<file path="src/rtl/demo_pkg.sv">
// Shared definitions for the two-player combat slice: player states, hit flag
// and winner encodings, box packing and combat constants.
package demo_pkg;

  localparam int unsigned COORD_W  = 10;
  localparam int unsigned BOX_W    = 4 * COORD_W;
  localparam int unsigned STATE_W  = 4;
  localparam int unsigned FLAG_W   = 2;
  localparam int unsigned WIN_W    = 2;
  localparam int unsigned HEALTH_W = 8;

  // Field offsets inside a packed {x1,x2,y1,y2} box
  localparam int unsigned BOX_X1_LSB = 3 * COORD_W;
  localparam int unsigned BOX_X2_LSB = 2 * COORD_W;
  localparam int unsigned BOX_Y1_LSB = 1 * COORD_W;
  localparam int unsigned BOX_Y2_LSB = 0;

  typedef struct packed {
    logic [COORD_W-1:0] x1;
    logic [COORD_W-1:0] x2;
    logic [COORD_W-1:0] y1;
    logic [COORD_W-1:0] y2;
  } box_t;

  // Player FSM states
  localparam logic [STATE_W-1:0] S_IDLE           = 4'd0;
  localparam logic [STATE_W-1:0] S_MOVEFORWARDS   = 4'd1;
  localparam logic [STATE_W-1:0] S_MOVEBACKWARDS  = 4'd2;
  localparam logic [STATE_W-1:0] S_B_ATTACK_START = 4'd3;
  localparam logic [STATE_W-1:0] S_B_ATTACK_END   = 4'd4;
  localparam logic [STATE_W-1:0] S_B_ATTACK_PULL  = 4'd5;
  localparam logic [STATE_W-1:0] S_D_ATTACK_START = 4'd6;
  localparam logic [STATE_W-1:0] S_D_ATTACK_END   = 4'd7;
  localparam logic [STATE_W-1:0] S_D_ATTACK_PULL  = 4'd8;
  localparam logic [STATE_W-1:0] S_HITSTUN        = 4'd9;
  localparam logic [STATE_W-1:0] S_BLOCKSTUN      = 4'd10;

  // Hit flag encodings
  localparam logic [FLAG_W-1:0] notHit           = 2'b00;
  localparam logic [FLAG_W-1:0] hitByBasic       = 2'b01;
  localparam logic [FLAG_W-1:0] hitByDirectional = 2'b10;

  // Winner encodings
  localparam logic [WIN_W-1:0] WIN_NONE = 2'b00;
  localparam logic [WIN_W-1:0] WIN_P1   = 2'b01;
  localparam logic [WIN_W-1:0] WIN_P2   = 2'b10;
  localparam logic [WIN_W-1:0] WIN_DRAW = 2'b11;

  // Combat constants
  localparam logic [HEALTH_W-1:0] MAX_HEALTH = 8'd100;
  localparam logic [HEALTH_W-1:0] DMG_BASIC  = 8'd8;
  localparam logic [HEALTH_W-1:0] DMG_DIR    = 8'd12;
  localparam logic [HEALTH_W-1:0] DMG_CHIP   = 8'd2;
  localparam int unsigned         HITSTOP_CYCLES = 4;

  // Health subtraction clamped at zero
  function automatic logic [HEALTH_W-1:0] sat_sub(input logic [HEALTH_W-1:0] a,
                                                  input logic [HEALTH_W-1:0] b);
    return (a > b) ? HEALTH_W'(a - b) : '0;
  endfunction

endpackage

</file>
<file path="src/rtl/box_overlap.sv">
// Combinational normalise-and-overlap test of a hitbox against a hurtbox.
module box_overlap
  import demo_pkg::*;
(
  input  logic [BOX_W-1:0] hit_box,
  input  logic [BOX_W-1:0] hurt_box,
  output logic             overlap_c
);

  box_t a;
  box_t b;
  logic [COORD_W-1:0] a_xlo, a_xhi, a_ylo, a_yhi;
  logic [COORD_W-1:0] b_xlo, b_xhi, b_ylo, b_yhi;

  assign a = hit_box;
  assign b = hurt_box;

  // Reorder each axis to min/max, then inclusive interval overlap on both axes
  always_comb begin
    a_xlo = (a.x1 <= a.x2) ? a.x1 : a.x2;
    a_xhi = (a.x1 <= a.x2) ? a.x2 : a.x1;
    a_ylo = (a.y1 <= a.y2) ? a.y1 : a.y2;
    a_yhi = (a.y1 <= a.y2) ? a.y2 : a.y1;
    b_xlo = (b.x1 <= b.x2) ? b.x1 : b.x2;
    b_xhi = (b.x1 <= b.x2) ? b.x2 : b.x1;
    b_ylo = (b.y1 <= b.y2) ? b.y1 : b.y2;
    b_yhi = (b.y1 <= b.y2) ? b.y2 : b.y1;
    overlap_c = (a_xlo <= b_xhi) && (b_xlo <= a_xhi) &&
                (a_ylo <= b_yhi) && (b_ylo <= a_yhi);
  end

endmodule

</file>
<file path="src/rtl/hit_arbiter.sv">
// Combat referee: hit detection, trade arbitration, health and round sequencing.
// Optional feature macro: CHIP_DAMAGE_EN (blocked hits deal DMG_CHIP instead of 0).
module hit_arbiter
  import demo_pkg::*;
(
  input  logic                clk,
  input  logic                rst,
  input  logic                new_round,
  input  logic [STATE_W-1:0]  p1_state,
  input  logic [STATE_W-1:0]  p2_state,
  input  logic [BOX_W-1:0]    p1_basic_box,
  input  logic [BOX_W-1:0]    p2_basic_box,
  input  logic [BOX_W-1:0]    p1_dir_box,
  input  logic [BOX_W-1:0]    p2_dir_box,
  input  logic [BOX_W-1:0]    p1_hurt_box,
  input  logic [BOX_W-1:0]    p2_hurt_box,
  output logic [FLAG_W-1:0]   p1_hit_flag,
  output logic [FLAG_W-1:0]   p2_hit_flag,
  output logic [HEALTH_W-1:0] p1_health,
  output logic [HEALTH_W-1:0] p2_health,
  output logic                hitstop,
  output logic                round_over,
  output logic [WIN_W-1:0]    winner
);

  localparam int unsigned HS_CNT_W = $clog2(HITSTOP_CYCLES);
  localparam logic [HS_CNT_W-1:0] HS_LOAD = HS_CNT_W'(HITSTOP_CYCLES - 1);

`ifdef CHIP_DAMAGE_EN
  localparam logic [HEALTH_W-1:0] DMG_BLOCKED = DMG_CHIP;
`else
  localparam logic [HEALTH_W-1:0] DMG_BLOCKED = 8'd0;
`endif

  typedef enum logic [1:0] {FIGHT, HITSTOP, KO} arb_state_t;

  arb_state_t state_q, state_d;
  logic [HS_CNT_W-1:0] cnt_q, cnt_d;
  logic p1_used_q, p1_used_d, p2_used_q, p2_used_d;
  logic [FLAG_W-1:0]   p1_flag_d, p2_flag_d;
  logic [HEALTH_W-1:0] p1_health_d, p2_health_d;
  logic                hitstop_d, round_over_d;
  logic [WIN_W-1:0]    winner_d;

  logic ov_p1_basic, ov_p1_dir, ov_p2_basic, ov_p2_dir;
  logic p1_armed, p2_armed, p1_lands, p2_lands;
  logic [FLAG_W-1:0]   p1_atk_flag, p2_atk_flag;
  logic [HEALTH_W-1:0] p1_atk_dmg, p2_atk_dmg;

  box_overlap u_p1_basic (.hit_box(p1_basic_box), .hurt_box(p2_hurt_box), .overlap_c(ov_p1_basic));
  box_overlap u_p1_dir   (.hit_box(p1_dir_box),   .hurt_box(p2_hurt_box), .overlap_c(ov_p1_dir));
  box_overlap u_p2_basic (.hit_box(p2_basic_box), .hurt_box(p1_hurt_box), .overlap_c(ov_p2_basic));
  box_overlap u_p2_dir   (.hit_box(p2_dir_box),   .hurt_box(p1_hurt_box), .overlap_c(ov_p2_dir));

  // Per-attacker landing decision, flag type and damage dealt to the defender
  always_comb begin
    p1_armed = (p1_state == S_B_ATTACK_END) || (p1_state == S_D_ATTACK_END);
    p2_armed = (p2_state == S_B_ATTACK_END) || (p2_state == S_D_ATTACK_END);

    p1_lands = !p1_used_q &&
               !((p2_state == S_HITSTUN) || (p2_state == S_BLOCKSTUN)) &&
               (((p1_state == S_B_ATTACK_END) && ov_p1_basic) ||
                ((p1_state == S_D_ATTACK_END) && ov_p1_dir));
    p2_lands = !p2_used_q &&
               !((p1_state == S_HITSTUN) || (p1_state == S_BLOCKSTUN)) &&
               (((p2_state == S_B_ATTACK_END) && ov_p2_basic) ||
                ((p2_state == S_D_ATTACK_END) && ov_p2_dir));

    p1_atk_flag = (p1_state == S_B_ATTACK_END) ? hitByBasic : hitByDirectional;
    p2_atk_flag = (p2_state == S_B_ATTACK_END) ? hitByBasic : hitByDirectional;

    if (p2_state == S_MOVEBACKWARDS)      p1_atk_dmg = DMG_BLOCKED;
    else if (p1_state == S_B_ATTACK_END)  p1_atk_dmg = DMG_BASIC;
    else                                  p1_atk_dmg = DMG_DIR;

    if (p1_state == S_MOVEBACKWARDS)      p2_atk_dmg = DMG_BLOCKED;
    else if (p2_state == S_B_ATTACK_END)  p2_atk_dmg = DMG_BASIC;
    else                                  p2_atk_dmg = DMG_DIR;
  end

  // Round FSM next-state and next values of all registered outputs
  always_comb begin
    state_d      = state_q;
    cnt_d        = cnt_q;
    p1_used_d    = p1_used_q;
    p2_used_d    = p2_used_q;
    p1_flag_d    = notHit;
    p2_flag_d    = notHit;
    p1_health_d  = p1_health;
    p2_health_d  = p2_health;
    hitstop_d    = 1'b0;
    round_over_d = 1'b0;
    winner_d     = winner;

    case (state_q)
      FIGHT: begin
        if (p1_lands) begin
          p2_flag_d   = p1_atk_flag;
          p2_health_d = sat_sub(p2_health, p1_atk_dmg);
          p1_used_d   = 1'b1;
        end else if (!p1_armed) begin
          p1_used_d = 1'b0;
        end
        if (p2_lands) begin
          p1_flag_d   = p2_atk_flag;
          p1_health_d = sat_sub(p1_health, p2_atk_dmg);
          p2_used_d   = 1'b1;
        end else if (!p2_armed) begin
          p2_used_d = 1'b0;
        end
        if (p1_lands || p2_lands) begin
          if ((p1_health_d == '0) || (p2_health_d == '0)) begin
            state_d      = KO;
            round_over_d = 1'b1;
            if ((p1_health_d == '0) && (p2_health_d == '0)) winner_d = WIN_DRAW;
            else if (p2_health_d == '0)                      winner_d = WIN_P1;
            else                                             winner_d = WIN_P2;
          end else begin
            state_d   = HITSTOP;
            cnt_d     = HS_LOAD;
            hitstop_d = 1'b1;
          end
        end
      end
      HITSTOP: begin
        if (cnt_q == '0) begin
          state_d = FIGHT;
        end else begin
          cnt_d     = cnt_q - 1'b1;
          hitstop_d = 1'b1;
        end
      end
      KO: begin
        round_over_d = 1'b1;
        if (new_round) begin
          state_d      = FIGHT;
          round_over_d = 1'b0;
          p1_health_d  = MAX_HEALTH;
          p2_health_d  = MAX_HEALTH;
          p1_used_d    = 1'b0;
          p2_used_d    = 1'b0;
          winner_d     = WIN_NONE;
        end
      end
      default: state_d = FIGHT;
    endcase
  end

  // State and output registers with synchronous reset
  always_ff @(posedge clk) begin
    if (rst) begin
      state_q     <= FIGHT;
      cnt_q       <= '0;
      p1_used_q   <= 1'b0;
      p2_used_q   <= 1'b0;
      p1_hit_flag <= notHit;
      p2_hit_flag <= notHit;
      p1_health   <= MAX_HEALTH;
      p2_health   <= MAX_HEALTH;
      hitstop     <= 1'b0;
      round_over  <= 1'b0;
      winner      <= WIN_NONE;
    end else begin
      state_q     <= state_d;
      cnt_q       <= cnt_d;
      p1_used_q   <= p1_used_d;
      p2_used_q   <= p2_used_d;
      p1_hit_flag <= p1_flag_d;
      p2_hit_flag <= p2_flag_d;
      p1_health   <= p1_health_d;
      p2_health   <= p2_health_d;
      hitstop     <= hitstop_d;
      round_over  <= round_over_d;
      winner      <= winner_d;
    end
  end

endmodule
</file>
<file path="config.mk">
export PLATFORM = sky130hd
export DESIGN_NAME = hit_arbiter
export DESIGN_NICKNAME = d
export VERILOG_FILES = /design/src/rtl/demo_pkg.sv /design/src/rtl/box_overlap.sv /design/src/rtl/hit_arbiter.sv
export SDC_FILE = /design/constraint.sdc
export NUM_CORES = 1
export LEC_CHECK = 0
export CAP_MARGIN = 25
export CORE_UTILIZATION = 55
export DETAILED_ROUTE_END_ITERATION = 8
export PLACE_DENSITY = 0.87
export SYNTH_ARGS = -nofsm -noshare
export SYNTH_HDL_FRONTEND = slang
export SYNTH_SLANG_ARGS = --single-unit
</file>
<file path="constraint.sdc">
create_clock -name clk -period 14.8 [get_ports clk]
set_clock_uncertainty 0.15 [all_clocks]
set_input_delay 2.22 -clock clk [delete_from_list [all_inputs] [get_ports clk]]
set_output_delay 2.22 -clock clk [all_outputs]
set_load 0.02 [all_outputs]
</file>
Yosys cells after proc, flatten, opt, wreduce, memory -nomap -nowiden

Cells that the tools add are included.

Bits in registers: 30
Output and inout bits: 24
Logic and storage cells: 182

Add/sub/neg operators: 3
Order comparisons: 30
Eq/ne operators: 20
Muxes and demuxes: 68
Bitwise gates (word level): 3
Reductions and logical operators: 47

Operators with widths:

| operator                                                         | count |
|---|---|
| 10-bit less-or-equal comparator                                  | 28 |
| 10-bit two-way mux                                               | 24 |
| 8-bit two-way mux                                                | 7 |
| 8-bit one-hot mux with 2 select lines                            | 2 |
| 2-bit two-way mux                                                | 13 |
| 1-bit logical AND                                                | 21 |
| 4-bit by 3-bit == test with 1-bit output (second input constant) | 4 |
| 4-bit == test (second input constant)                            | 4 |
| 8-bit greater-than comparator                                    | 2 |
| 8-bit logical NOT                                                | 2 |
| 8-bit subtractor                                                 | 2 |
| 2-bit != test (second input constant)                            | 6 |
| 1-bit two-way mux                                                | 11 |
| 3-bit AND reduction                                              | 3 |
| 4-bit by 2-bit == test with 1-bit output (second input constant) | 2 |
| 1-bit logical OR                                                 | 8 |
| 4-bit two-way mux                                                | 2 |
| 1-bit one-hot mux with 2 select lines                            | 4 |
| 2-bit one-hot mux with 2 select lines                            | 2 |
| 4-bit AND reduction                                              | 2 |
| 3-bit two-way mux                                                | 2 |
| 3-bit != test (second input constant)                            | 2 |
| 2-bit one-hot mux with 3 select lines                            | 1 |
| 3-bit OR reduction                                               | 2 |
| other kinds (8)                                                  | 15 |

Logic depth before layout (Yosys ltp)

Gate-level depths: netlist of the first run.

Word-level depth: 17
Gate-level depth with buffers: 28

By module

A second synthesis of the first run with hierarchy kept.

Cells, all modules: 3095
Area total of the unflattened synthesis: 22449.0 µm²

Modules (own cells, without submodules):

| module      | times used | cells an instance | area an instance (µm²) |
|---|---|---|---|
| box_overlap | 4          | 715               | 5138.7 |
| hit_arbiter | 1          | 235               | 1894.3 |

Least setup slack after synthesis of the first run

No wires, ideal clock.

Path kind: input-to-reg
From: input p1_basic_box[25]
To: register winner[0]
Data arrival time: 7.319 ns
Required time: 14.587 ns
Setup slack: 7.268 ns
Stages on the path: 21
Buffers on the path: 1
Path through: inv_1 ha_1 nand4_1 a211oi_2 a2111oi_4 nor2_1 clkbuf_1 mux2i_1 ha_1 and4_1 o21ai_1 a31oi_1 o32a_1 a2111oi_2 nand2_1 nor3_1 a211oi_4 o21a_2 a211o_2 or4_1 nand3_1

Cells in the longest elaborated chain, start to end: 17

Ends and longest elaborated chain:

| what                                                          | RTL line                                                   | text |
|---|---|---|
| start, declared                                               | hit_arbiter.sv:11                                          | `input logic [BOX_W-1:0] p1_basic_box,` |
| 10-bit less-or-equal comparator                               | box_overlap.sv:20, box_overlap.sv:21                       |  |
| 10-bit two-way mux (on tied branches)                         | box_overlap.sv:20, box_overlap.sv:21                       |  |
| 10-bit less-or-equal comparator                               | box_overlap.sv:28                                          | `overlap_c = (a_xlo <= b_xhi) && (b_xlo <= a_xhi) &&` |
| 1-bit logical AND (*) (2 in series)                           | box_overlap.sv:28                                          |  |
| 1-bit logical AND (*)                                         | box_overlap.sv:29                                          | `(a_ylo <= b_yhi) && (b_ylo <= a_yhi);` |
| 1-bit logical AND (*)                                         | hit_arbiter.sv:62                                          | `(((p1_state == S_B_ATTACK_END) && ov_p1_basic) \|\|` |
| 1-bit logical OR (*)                                          | hit_arbiter.sv:62                                          |  |
| 1-bit logical AND (*)                                         | hit_arbiter.sv:61                                          | `!((p2_state == S_HITSTUN) \|\| (p2_state == S_BLOCKSTUN)) &&` |
| 8-bit two-way mux                                             | hit_arbiter.sv:97                                          | `if (p1_lands) begin` |
| 8-bit two-way mux                                             | hit_arbiter.sv:95                                          | `case (state_q)` |
| 8-bit logical NOT                                             | hit_arbiter.sv:112, hit_arbiter.sv:115, hit_arbiter.sv:116 |  |
| 2-bit two-way mux / 1-bit logical AND (equally long branches) | hit_arbiter.sv:116, hit_arbiter.sv:115                     |  |
| 2-bit two-way mux                                             | hit_arbiter.sv:115                                         | `if ((p1_health_d == '0) && (p2_health_d == '0)) winner_d = WIN_DRAW;` |
| 2-bit two-way mux                                             | hit_arbiter.sv:112                                         | `if ((p1_health_d == '0) \|\| (p2_health_d == '0)) begin` |
| 2-bit two-way mux                                             | hit_arbiter.sv:111                                         | `if (p1_lands \|\| p2_lands) begin` |
| 2-bit one-hot mux with 2 select lines                         | hit_arbiter.sv:95                                          |  |
| end signal, assigned                                          | hit_arbiter.sv:174                                         | `winner <= winner_d;` |
| end, declared                                                 | hit_arbiter.sv:23                                          | `output logic [WIN_W-1:0] winner` |

Mark *: on every way between the ends. The rest lies on a longest branch, timed or not. The select of a mux whose other input is x is not followed.
A chain may end at the register's enable or synchronous reset.

Worst setup path in the final report of the first run

From: input p2_basic_box[1]
To: register p1_health[6]

Cells in the longest elaborated chain, start to end: 11

Ends and longest elaborated chain:

| what                                      | RTL line                             | text |
|---|---|---|
| start, declared                           | hit_arbiter.sv:12                    | `input logic [BOX_W-1:0] p2_basic_box,` |
| 10-bit less-or-equal comparator           | box_overlap.sv:22, box_overlap.sv:23 |  |
| 10-bit two-way mux                        | box_overlap.sv:22                    | `a_ylo = (a.y1 <= a.y2) ? a.y1 : a.y2;` |
| 10-bit less-or-equal comparator           | box_overlap.sv:29                    |  |
| 1-bit logical AND                         | box_overlap.sv:28                    |  |
| 1-bit logical AND (*)                     | box_overlap.sv:29                    |  |
| 1-bit logical AND (*)                     | hit_arbiter.sv:66                    | `(((p2_state == S_B_ATTACK_END) && ov_p2_basic) \|\|` |
| 1-bit logical OR (*)                      | hit_arbiter.sv:66                    |  |
| 1-bit logical AND (*)                     | hit_arbiter.sv:65                    | `!((p1_state == S_HITSTUN) \|\| (p1_state == S_BLOCKSTUN)) &&` |
| 8-bit two-way mux (*)                     | hit_arbiter.sv:104                   | `if (p2_lands) begin` |
| 8-bit two-way mux (*)                     | hit_arbiter.sv:95                    |  |
| 8-bit one-hot mux with 2 select lines (*) | hit_arbiter.sv:95                    |  |
| end signal, assigned                      | hit_arbiter.sv:170                   | `p1_health <= p1_health_d;` |
| end, declared                             | hit_arbiter.sv:19                    | `output logic [HEALTH_W-1:0] p1_health,` |

Marks and branches as above.

==> results of run 1 <==
==> registers in the layout, summed over array words and instances (netlist names) <==
| signal | cells |
|---|---|
| p1_health | 8 |
| p2_health | 8 |
| cnt_q | 2 |
| p1_hit_flag | 2 |
| p2_hit_flag | 2 |
| state_q | 2 |
| winner | 2 |
| hitstop | 1 |
| p1_used_q | 1 |
| p2_used_q | 1 |
| round_over | 1 |
==> area by class of cell <==
type / count / area, sq um / area share (%)
Sequential cell: 30 / 601 / 4.12
Clock inverter: 2 / 12.5 / 0.0858
Clock buffer: 6 / 139 / 0.952
Multi-Input combinational cell: 1315 / 10000 / 68.8
Timing Repair Buffer: 282 / 2850 / 19.6
Tap cell: 270 / 338 / 2.32
Inverter: 162 / 608 / 4.17
==> worst max-delay path by stage <==
stage	from	end	slack (ns)	depth (start not counted)
floorplan	p1_basic_box[25]	winner[0]$_SDFFE_PP0P_	7.27	21
global placement	p2_hurt_box[7]	winner[0]$_SDFFE_PP0P_	6.66	22
detailed placement	p2_basic_box[1]	state_q[0]$_SDFFE_PP0P_	6.41	28
CTS	p2_basic_box[1]	p1_health[6]$_SDFFE_PP1P_	6.61	27
global route	p2_basic_box[1]	p1_health[6]$_SDFFE_PP1P_	6.19	27
finish	p2_basic_box[1]	p1_health[6]$_SDFFE_PP1P_	6.45	27
==> cells in the final DEF (no fill, tap or decap), types with 4 or more instances in the layout <==
cell,synthesis,routed
o31ai_1,6,5
nand2_1,125,125
a21oi_1,127,127
a2111oi_0,4,4
clkdlybuf4s50_1,0,274
o22ai_1,5,5
nand3_1,32,32
and2_1,13,13
clkbuf_16,0,5
a31oi_1,13,13
mux2_2,46,46
o211ai_1,8,8
buf_4,0,4
nor3_1,27,27
mux2i_1,69,69
o21ai_0,120,119
o21bai_1,5,5
dfxtp_1,30,30
inv_1,162,162
a221oi_1,11,11
ha_1,281,281
nand4_1,46,46
nor2b_1,19,19
a211oi_1,11,11
or4_1,6,6
a21o_1,61,61
or2_2,7,7
and3_1,10,10
o21a_1,16,16
nand2b_1,26,26
and4_1,7,7
or3_1,8,8
nor4_1,5,5
a211o_1,4,4
nor2_1,118,118
==> cells by family after synthesis <==
logic type | after synthesis
adder cells (fa/ha/maj) | 284
AND/OR/NAND/NOR | 464
AO/OA/AOI/OAI | 449
multiplexers | 115
buffers and inverters | 202
XOR/XNOR | 3
flip-flops | 30
==> power groups by stage <==
stage               Sequential (W)  Combinational (W)  Clock (W)
detailed placement       0.0000868           0.000594          0
global placement         0.0000867           0.000569          0
global route             0.0000856           0.000681   0.000109
floorplan                0.0000877           0.000396          0
finish                   0.0000852           0.000610   0.000104
CTS                      0.0000852           0.000597   0.000103
==> tightest hold or removal path: stages (launching register included) <==
cell     delay (ns)
dfxtp_1        0.32
inv_1          0.05
nor2_1         0.04
==> metal layers <==
metal  wire length (microns)  global-route usage [%]  vias to the layer above
li1                        -                       -                     6221
met1                   15400                    41.4                     5789
met2                   15900                    53.6                      462
met3                    2250                    3.70                       67
met4                     786                    7.37                        0
met5                       0                       0                        -
==> per-stage QoR <==
stage          cell area [sq um]  total power [W]  utilization [%]  hold slack, ns
2_1_floorplan              11400         0.000484                -           0.304
3_3_place_gp               14400         0.000655             70.9           0.286
6_report                   14600         0.000799             72.1           0.304
3_5_place_dp               14400         0.000680             71.1           0.298
4_1_cts                    14500         0.000786             71.8           0.311
5_1_grt                    14600         0.000875             72.1           0.338
==> reports/results.ini, run 1 <==
[cts]
cts_resized = 0
clkSinkCount = 30
numCtsBuffers = 5
cts.path.max_buffers = 2
clk_latency_ns = 0.28
htree_levels = 2
tritoncts = done
cts_setup_buffers = 0
cts_root_buffer = clkbuf_16
ctsHoldBuffers = 0
clk_pin_slew_ns = 0.05

[floorplan]
rows = 52
die_x_microns = 146
die_area_sq_mm = 0.0213
io_pins = 275
die_y_microns = 146
initial_core_util_pct = 56.2
core_sq_mm = 0.0202

[synthesis]
synth_xor_area_share_pct = 0.231
synth_edf_count = 0
synthAdderAreaFrac_pct = 31.4
synthesis.nets = 2081
syn_inst = 1547
netlist_area_sq_mm = 0.0114
async_reset_ff_share_pct = 0
netlist.area_leader.share_pct = 30.9
yosys-mux-area-fraction_pct = 10.6
synthTopCellsByArea = ha_1, mux2i_1, a21oi_1, inv_1, dfxtp_1
synthSimpleGateAreaFrac_pct = 20.1
synth_top_family_by_area = adder cells
syn_area_per_cell_sq_um = 7.35
yosysTopAreaCell = ha_1
synth_most_common_cell = ha_1
synth_ff_type = dfxtp_1
ys_top_cells_by_count = ha_1, inv_1, a21oi_1, nand2_1, o21ai_0
yosysWarnings = 0
synth-seq-area-share_pct = 5.28
synth_cell_types = 79
ys_ff_latch = 30
synth_compound_area_share_pct = 25.7

[sta]
period_share_pct = 56.4
hold_viol = 0
fmax_mhz = 120
setup_slack_ns = 6.45
setup_viol = 0
rsz0062_at_grt = false
finalSetupTns_ns = 0
min_period_ns = 8.35
slew_viol_final = 0
relSlewSlack_pct = 38.5
worst_slew_pin_slew_ns = 0.915

[worst_setup_path]
cp-end-kind = register
critical_path_peak_fanout = 11
cp_slowest_cell = nor2_1
worst_setup_path_start_kind = input port
required_ns = 14.81
critPathMaxStageDelay_ns = 0.64
crit_family = compound AO/OA/AOI/OAI gates
cp.arrival_ns = 8.36
reg2reg_from = p2_used_q$_SDFFE_PP0P_
cp.buffers_inverters = 3
crit_type = input port to register
reg2reg_slack_ns = 11.63
rr_worst_depth = 10
cpMostUsedCell = o21a_1
timing.rr.end = p1_health[6]$_SDFFE_PP1P_

[place]
pre_cts_slack_ns = 6.41
gp_congestion = 0.950
post-dp-hpwl_microns = 29700
post-place-cells = 2056
io_buffers = 274

[power_and_ir_drop]
p_leak_nw = 6.90
switchingPower_w = 0.000367
vdd_drop_max_mv = 0.0438
pwr_density_cell_mw_per_mm2 = 54.8
combPwrFrac_pct = 76.4
p_sw_share_pct = 46.0
p_seq_share_pct = 10.7
power_frac_clock_pct = 13.0
p_int_w = 0.000432

[finish]
final_net_count = 2330
final_cells = 2067
drive_gt1_share_pct = 5.62
insertedDiodeCount = 0
area_delta_synth_final_pct = 28.2
fillers = 1629

[global_routing]
grt_pass1_wl_microns = 55700
grt_util_all_layers_pct = 31.2
antenna_found_initial = 0
gr-total-overflow = 0
first_global_vias = 12000
grt_max_degree = 30

[routing]
drt-total-wl_microns = 34300
drt_iter0_drc = 822
via_per_inst = 6.07
dr.pass1.iters = 7
vias = 12500
route.detailed.drc = 0
antenna_left = 0
wl_per_cell_microns = 16.6

[min_path]
min_from = p2_health[1]$_SDFFE_PP0P_
hold_path_class = register to register
worstHoldPathCells = 2
whs_endpoint = p2_health[1]$_SDFFE_PP0P_

[run]
drv_cap = 0

[outcome]
outcome = finished clean

(Power assumes the default switching activity.)
==> run 2: changes to the inputs <==
- CORE_UTILIZATION: 55 -> 53
- PLACE_DENSITY: 0.87 -> 0.85
- clock period: 14.8 -> 7.75 ns (I/O delays scaled with it)
==> run 2 against run 1 <==
  * Utilization decreased by 2.6 points
  * Critical path depth decreased by 5
  * Total power increased by 98%
  * Worst setup slack got worse by 5.7 ns
  * Largest power group unchanged
  * Highest routed layer unchanged
==> reports/results.ini, run 2 (synthesized netlist as in run 1, its figures left out) <==
[power_and_ir_drop]
p_leak_nw = 6.91  ; +0.11%
vdd_drop_max_mv = 0.0756  ; +72%
pwr_density_cell_mw_per_mm2 = 108  ; +98%

[routing]
drt-total-wl_microns = 33800  ; -1.3%
wl_per_cell_microns = 16.3  ; -1.6%
drt_iter0_drc = 724  ; -12%
dr.pass1.iters = 5  ; -2
antenna_left = 0  ; unchanged
route.detailed.drc = 0  ; unchanged
vias = 12300  ; -1.7%
via_per_inst = 5.94  ; -2.1%

[global_routing]
grt_util_all_layers_pct = 29.7  ; -1.5 points
antenna_found_initial = 2  ; +2
grt_max_degree = 30  ; unchanged
grt_pass1_wl_microns = 53700  ; -3.5%
gr-total-overflow = 0  ; unchanged
first_global_vias = 11700  ; -2.7%

[worst_setup_path]
critical_path_peak_fanout = 20  ; +9
cp_slowest_cell = a2111oi_2
cp-end-kind = register
cpMostUsedCell = a21o_1
crit_family = compound AO/OA/AOI/OAI gates
cp.arrival_ns = 7.09  ; -1.27 ns
crit_type = input port to register
crit_chain = clkdlybuf4s50_1 > inv_1 > ha_1 > a21o_1 > a21o_1 > a221oi_1 > o21ai_0 > nand2_1 > o21ai_0 > ha_1 > a21o_1 > a21o_1 > a221oi_1 > o21ai_1 > a2111oi_2 > nand2_1 > nor3_1 > a211oi_4 > o21a_2 > a211o_2 > or4_1 > nand3_1
cp.buffers_inverters = 2  ; -1
required_ns = 7.82  ; -6.99 ns
critPathMaxStageDelay_ns = 0.55  ; -0.09 ns
worst_setup_path_start_kind = input port

[cts]
cts_resized = 0  ; unchanged
cts.path.max_buffers = 2  ; unchanged
cts_setup_buffers = 0  ; unchanged
htree_levels = 2  ; unchanged
clkSinkCount = 30  ; unchanged
tritoncts = done
clk_pin_slew_ns = 0.05  ; about the same
ctsHoldBuffers = 0  ; unchanged
numCtsBuffers = 5  ; unchanged
clk_latency_ns = 0.28  ; about the same
cts_root_buffer = clkbuf_16

[floorplan]
core_sq_mm = 0.0210  ; +3.9%
rows = 53  ; +1.9%
io_pins = 275  ; unchanged
initial_core_util_pct = 54.1  ; -2.1 points
die_x_microns = 148  ; +1.8%
die_y_microns = 148  ; +1.8%
die_area_sq_mm = 0.0220  ; +3.7%

[sta]
period_share_pct = 90.6
rsz0062_at_grt = false
worst_slew_pin_slew_ns = 1.04  ; +0.122 ns
min_period_ns = 7.02
finalSetupTns_ns = 0  ; unchanged
setup_viol = 0  ; unchanged
hold_viol = 0  ; unchanged
relSlewSlack_pct = 30.7  ; -7.8 points
fmax_mhz = 142
slew_viol_final = 0  ; unchanged

[finish]
final_cells = 2074  ; +0.34%
area_delta_synth_final_pct = 28.4
drive_gt1_share_pct = 5.62  ; unchanged
fillers = 1761  ; +8.1%
reg.largest.list = p1_health: 8 flops, p2_health: 8 flops
final_net_count = 2330  ; unchanged
layout_commonest_cell = ha_1
layout_common_cells = ha_1, clkdlybuf4s50_1, inv_1, a21oi_1, nand2_1

[run]
drv_cap = 0  ; unchanged

[min_path]
hold_path_class = register to register

[place]
post-place-cells = 2063  ; +0.34%
io_buffers = 274  ; unchanged
gp_congestion = 0.929  ; -2.1%
post-dp-hpwl_microns = 29800  ; +0.37%

[outcome]
outcome = finished clean

==> run 2: per-stage QoR <==
step,area (sq um),total power (W),worst slack [ns],hold slack (ns),util [%]
2_1_floorplan,11400,0.000924,1.28,0.304,-
3_3_place_gp,14400,0.00125,0.682,0.284,68.4
3_5_place_dp,14400,0.00130,0.459,0.295,68.4
4_1_cts,14600,0.00157,0.729,0.305,69.4
5_1_grt,14600,0.00173,0.216,0.338,69.4
6_report,14600,0.00158,0.730,0.302,69.4
==> run 2: layout make-up <==
cell class                 count  area (sq um)  share of cell area, %
multi-input combinational   1315         10000                   68.7
inverter                     162           608                   4.17
antenna                        2          5.00                 0.0343
timing repair buffer         282          2810                   19.2
sequential                    30           601                   4.11
clock inverter                 2          60.1                  0.411
clock buffer                   6           139                  0.951
tap                          275           344                   2.36
==> run 2: worst paths after layout <==
path	from	end	slack [ns]	depth (start not counted)
setup / recovery	p2_hurt_box[7]	winner[0]$_SDFFE_PP0P_	0.73	22
hold / removal	p2_health[0]$_SDFFE_PP0P_	p2_health[0]$_SDFFE_PP0P_	0.30	2
setup reg to reg	p2_health[2]$_SDFFE_PP1P_	winner[0]$_SDFFE_PP0P_	4.70	10
hold reg to reg	p2_health[0]$_SDFFE_PP0P_	p2_health[0]$_SDFFE_PP0P_	0.30	2
==> run 2: worst min-delay path: stages, from the launching register on <==
cell and delay, ns:
dfxtp_1 0.32, inv_1 0.06, nor2_1 0.03
==> run 2: where the power goes <==
group	internal (W)	switching, W
clock network	0.000193	0.0000732
logic	0.000536	0.000619
registers	0.000158	0.00000432
==> run 2: metal layers <==
metal,vias to the layer above,global-route usage [%],routed length [microns]
met4,0,9.79,1050
met2,417,50.5,15600
met1,5591,37.5,14900
met5,-,0,0
met3,78,5.28,2280
li1,6235,-,-
==> run 3: changes to the inputs <==
- TNS_END_PERCENT: default -> 5
==> results of run 3 <==
Same layout as run 2: the final DEF is identical, and so are final timing and power.
==> patch (flow settings as in run 1) <==
Build with the macro `CHIP_DAMAGE_EN` defined.
--- a/src/rtl/hit_arbiter.sv
+++ b/src/rtl/hit_arbiter.sv
@@ -1,4 +1,6 @@
 // Combat referee: hit detection, trade arbitration, health and round sequencing.
 // Optional feature macro: CHIP_DAMAGE_EN (blocked hits deal DMG_CHIP instead of 0).
+`define CHIP_DAMAGE_EN
+
 module hit_arbiter
   import demo_pkg::*;
Formal check against the unedited RTL: not equivalent (Yosys sat finds a counterexample within 4 cycles, from zero or initial values and one cycle with rst high).
==> patch against run 1 <==
  * Setup slack improved by 0.052 ns
  * Total power decreased by 0.87%
  * Highest routed layer unchanged
  * Area after synthesis down 3.2%
  * Sequential cell count is the same
  * Global-route usage rose by 0.72 points
  * Sequential power is 2% higher
  * Design area shrank 2.4%
  * Wire length down 1.3%
==> patch: results (changes against run 1) <==
* Worst-path maximum fanout at 20 (+9)
* Seq/Total Area, Yosys at 0.0546 (+0.00175)
* Leak Pwr at 0.00671 µW (-2.8%)
* Slew @ Worst Pin at 1.00 ns (+0.0871 ns)
* Nets@finish at 2231 (-4.2%)
* CP Data Arrival Time at 8.34 ns (-0.02 ns)
* H-tree Lvls at 2 (unchanged)
* FFs w/ async S/R, synth at 0 (unchanged)
* Vias in the first global route at 11400 (-5.0%)
* Unique cell type count in the Yosys netlist at 73 (-7.6%)
* IO Port Bufs at 274 (unchanged)
* Status: finished clean
* Hpwl dp at 29.2 mm (-1.5%)
* Cts repair resizes at 0 (unchanged)
* Post-CTS Setup Repair Bufs at 0 (unchanged)
* Layout cells sized above 1 at 0.0619 (+0.00574)
* Root Driver: clkbuf_16
* DR pass1 iterations at 5 (-2)
* GRT Total Usage at 0.319 (+0.00723)
* First-pass GRT wire length at 52.8 mm (-5.2%)
* Routed wire length at 33.8 mm (-1.3%)
* Placed inst area at 14000 µm² (-2.3%)
* Top cells by count, synth: ha_1 (283), inv_1 (152), a21oi_1 (117)
* DRT iter0 DRCs at 596 (-27%)
* Post-Syn Nets at 1981 (-4.8%)
* Cts bufs inserted at 5 (unchanged)
* Worst-path clk slew at 0.05 ns (about the same)
* Slowest cell on crit path: a2111oi_1
* Initial antenna violation count at 0 (unchanged)
* Hold Crit Class: reg2reg
* Avg Vias per Cell at 6.04 (-0.41%)
* Worst skew pair latency at 0.28 ns (about the same)
* Placer Congestion at 0.954 (+0.47%)
* Largest regs: p1_health x8, p2_health x8
* CP max stage delay at 0.56 ns (-0.08 ns)
* Ranking of synthesized cells by area: ha_1 (32%), mux2i_1 (7.6%), mux2_2 (7.0%)
* Max Root-Sink Buffers at 2 (unchanged)
* Worst VDD drop at 0.0403 mV (-8.0%)
* YS warnings at 0 (unchanged)
* Cell family with most CP delay: compound AO/OA/AOI/OAI gates
* Most used DFF post-synth: dfxtp_1
* Largest net degree at the start of global routing at 30 (unchanged)
==> patch: cell types whose count changed in the layout (fill, tap and decap cells not counted), moves of 9 or more <==
cell / change
nor2_1: -30
nand2_1: -27
mux2_2: +22
a21o_1: -21
mux2i_1: +15
o21a_1: +14
o21ai_0: -14
a21oi_1: -11
inv_1: -10
and2_1: -9
==> patch: final cells by class <==
cell class / instances / area [µm²]
Antenna cell: 2 / 5.00
Clock buffer: 6 / 139
Clock inverter: 1 / 30.0
Fill cell: 1550 / 5300
Inverter: 152 / 571
Multi-Input combinational cell: 1222 / 9730
Sequential cell: 30 / 601
Tap cell: 265 / 332
Timing Repair Buffer: 284 / 2830
==> patch: metal layers <==
| layer | share of wire | GRT usage |
|---|---|---|
| met1 | 0.42 | 0.379 |
| met2 | 0.49 | 0.585 |
| met3 | 0.069 | 0.0397 |
| met4 | 0.029 | 0.113 |
| met5 | 0 | 0 |
==> patch: kinds of logic after synthesis <==
logic type / Yosys count / share of synthesized area
compound gates: 398 / 0.230
xor+xnor: 7 / 0.00557
fa+ha+maj: 286 / 0.326
buf+inv: 193 / 0.0658
flops: 30 / 0.0546
mux: 152 / 0.146
simple gates: 379 / 0.172
==> patch: stage by stage <==
step / total power (µW) / worst slack [ns] / utilization / hold WS [ns] / instances
floorplan: 467 / 7.20 / - / 0.304 / 1445
global placement: 638 / 6.43 / 0.719 / 0.326 / 1952
detailed placement: 661 / 6.24 / 0.719 / 0.330 / 1952
CTS: 785 / 6.52 / 0.728 / 0.339 / 1959
global route: 862 / 6.08 / 0.729 / 0.365 / 1960
finish: 792 / 6.50 / 0.729 / 0.338 / 1962
==> patch: path summary, 6_finish.rpt <==
kind | startpoint | endpoint | slack [ns] | cells after the start
max | p2_hurt_box[1] | cnt_q[1] | 6.50 | 26
min | p1_used_q | p1_used_q | 0.34 | 2
max reg2reg | p2_health[2] | state_q[1] | 11.18 | 11
min reg2reg | p1_used_q | p1_used_q | 0.34 | 2
==> patch: report_power, final <==
group / internal [µW] / switching, µW / total (µW)
sequential: 83.6 / 3.08 / 86.7
combinational: 277 / 308 / 585
clock: 83.0 / 37.5 / 121
==> patch: worst register-to-register path, delay by kind of cell (launching register included) <==
family / cells / cell delay (ns)
AOI/OAI and AO/OA: 6 / 1.33
adders and majority gates: 1 / 0.30
DFF: 1 / 0.45
and+or+nand+nor: 4 / 1.27
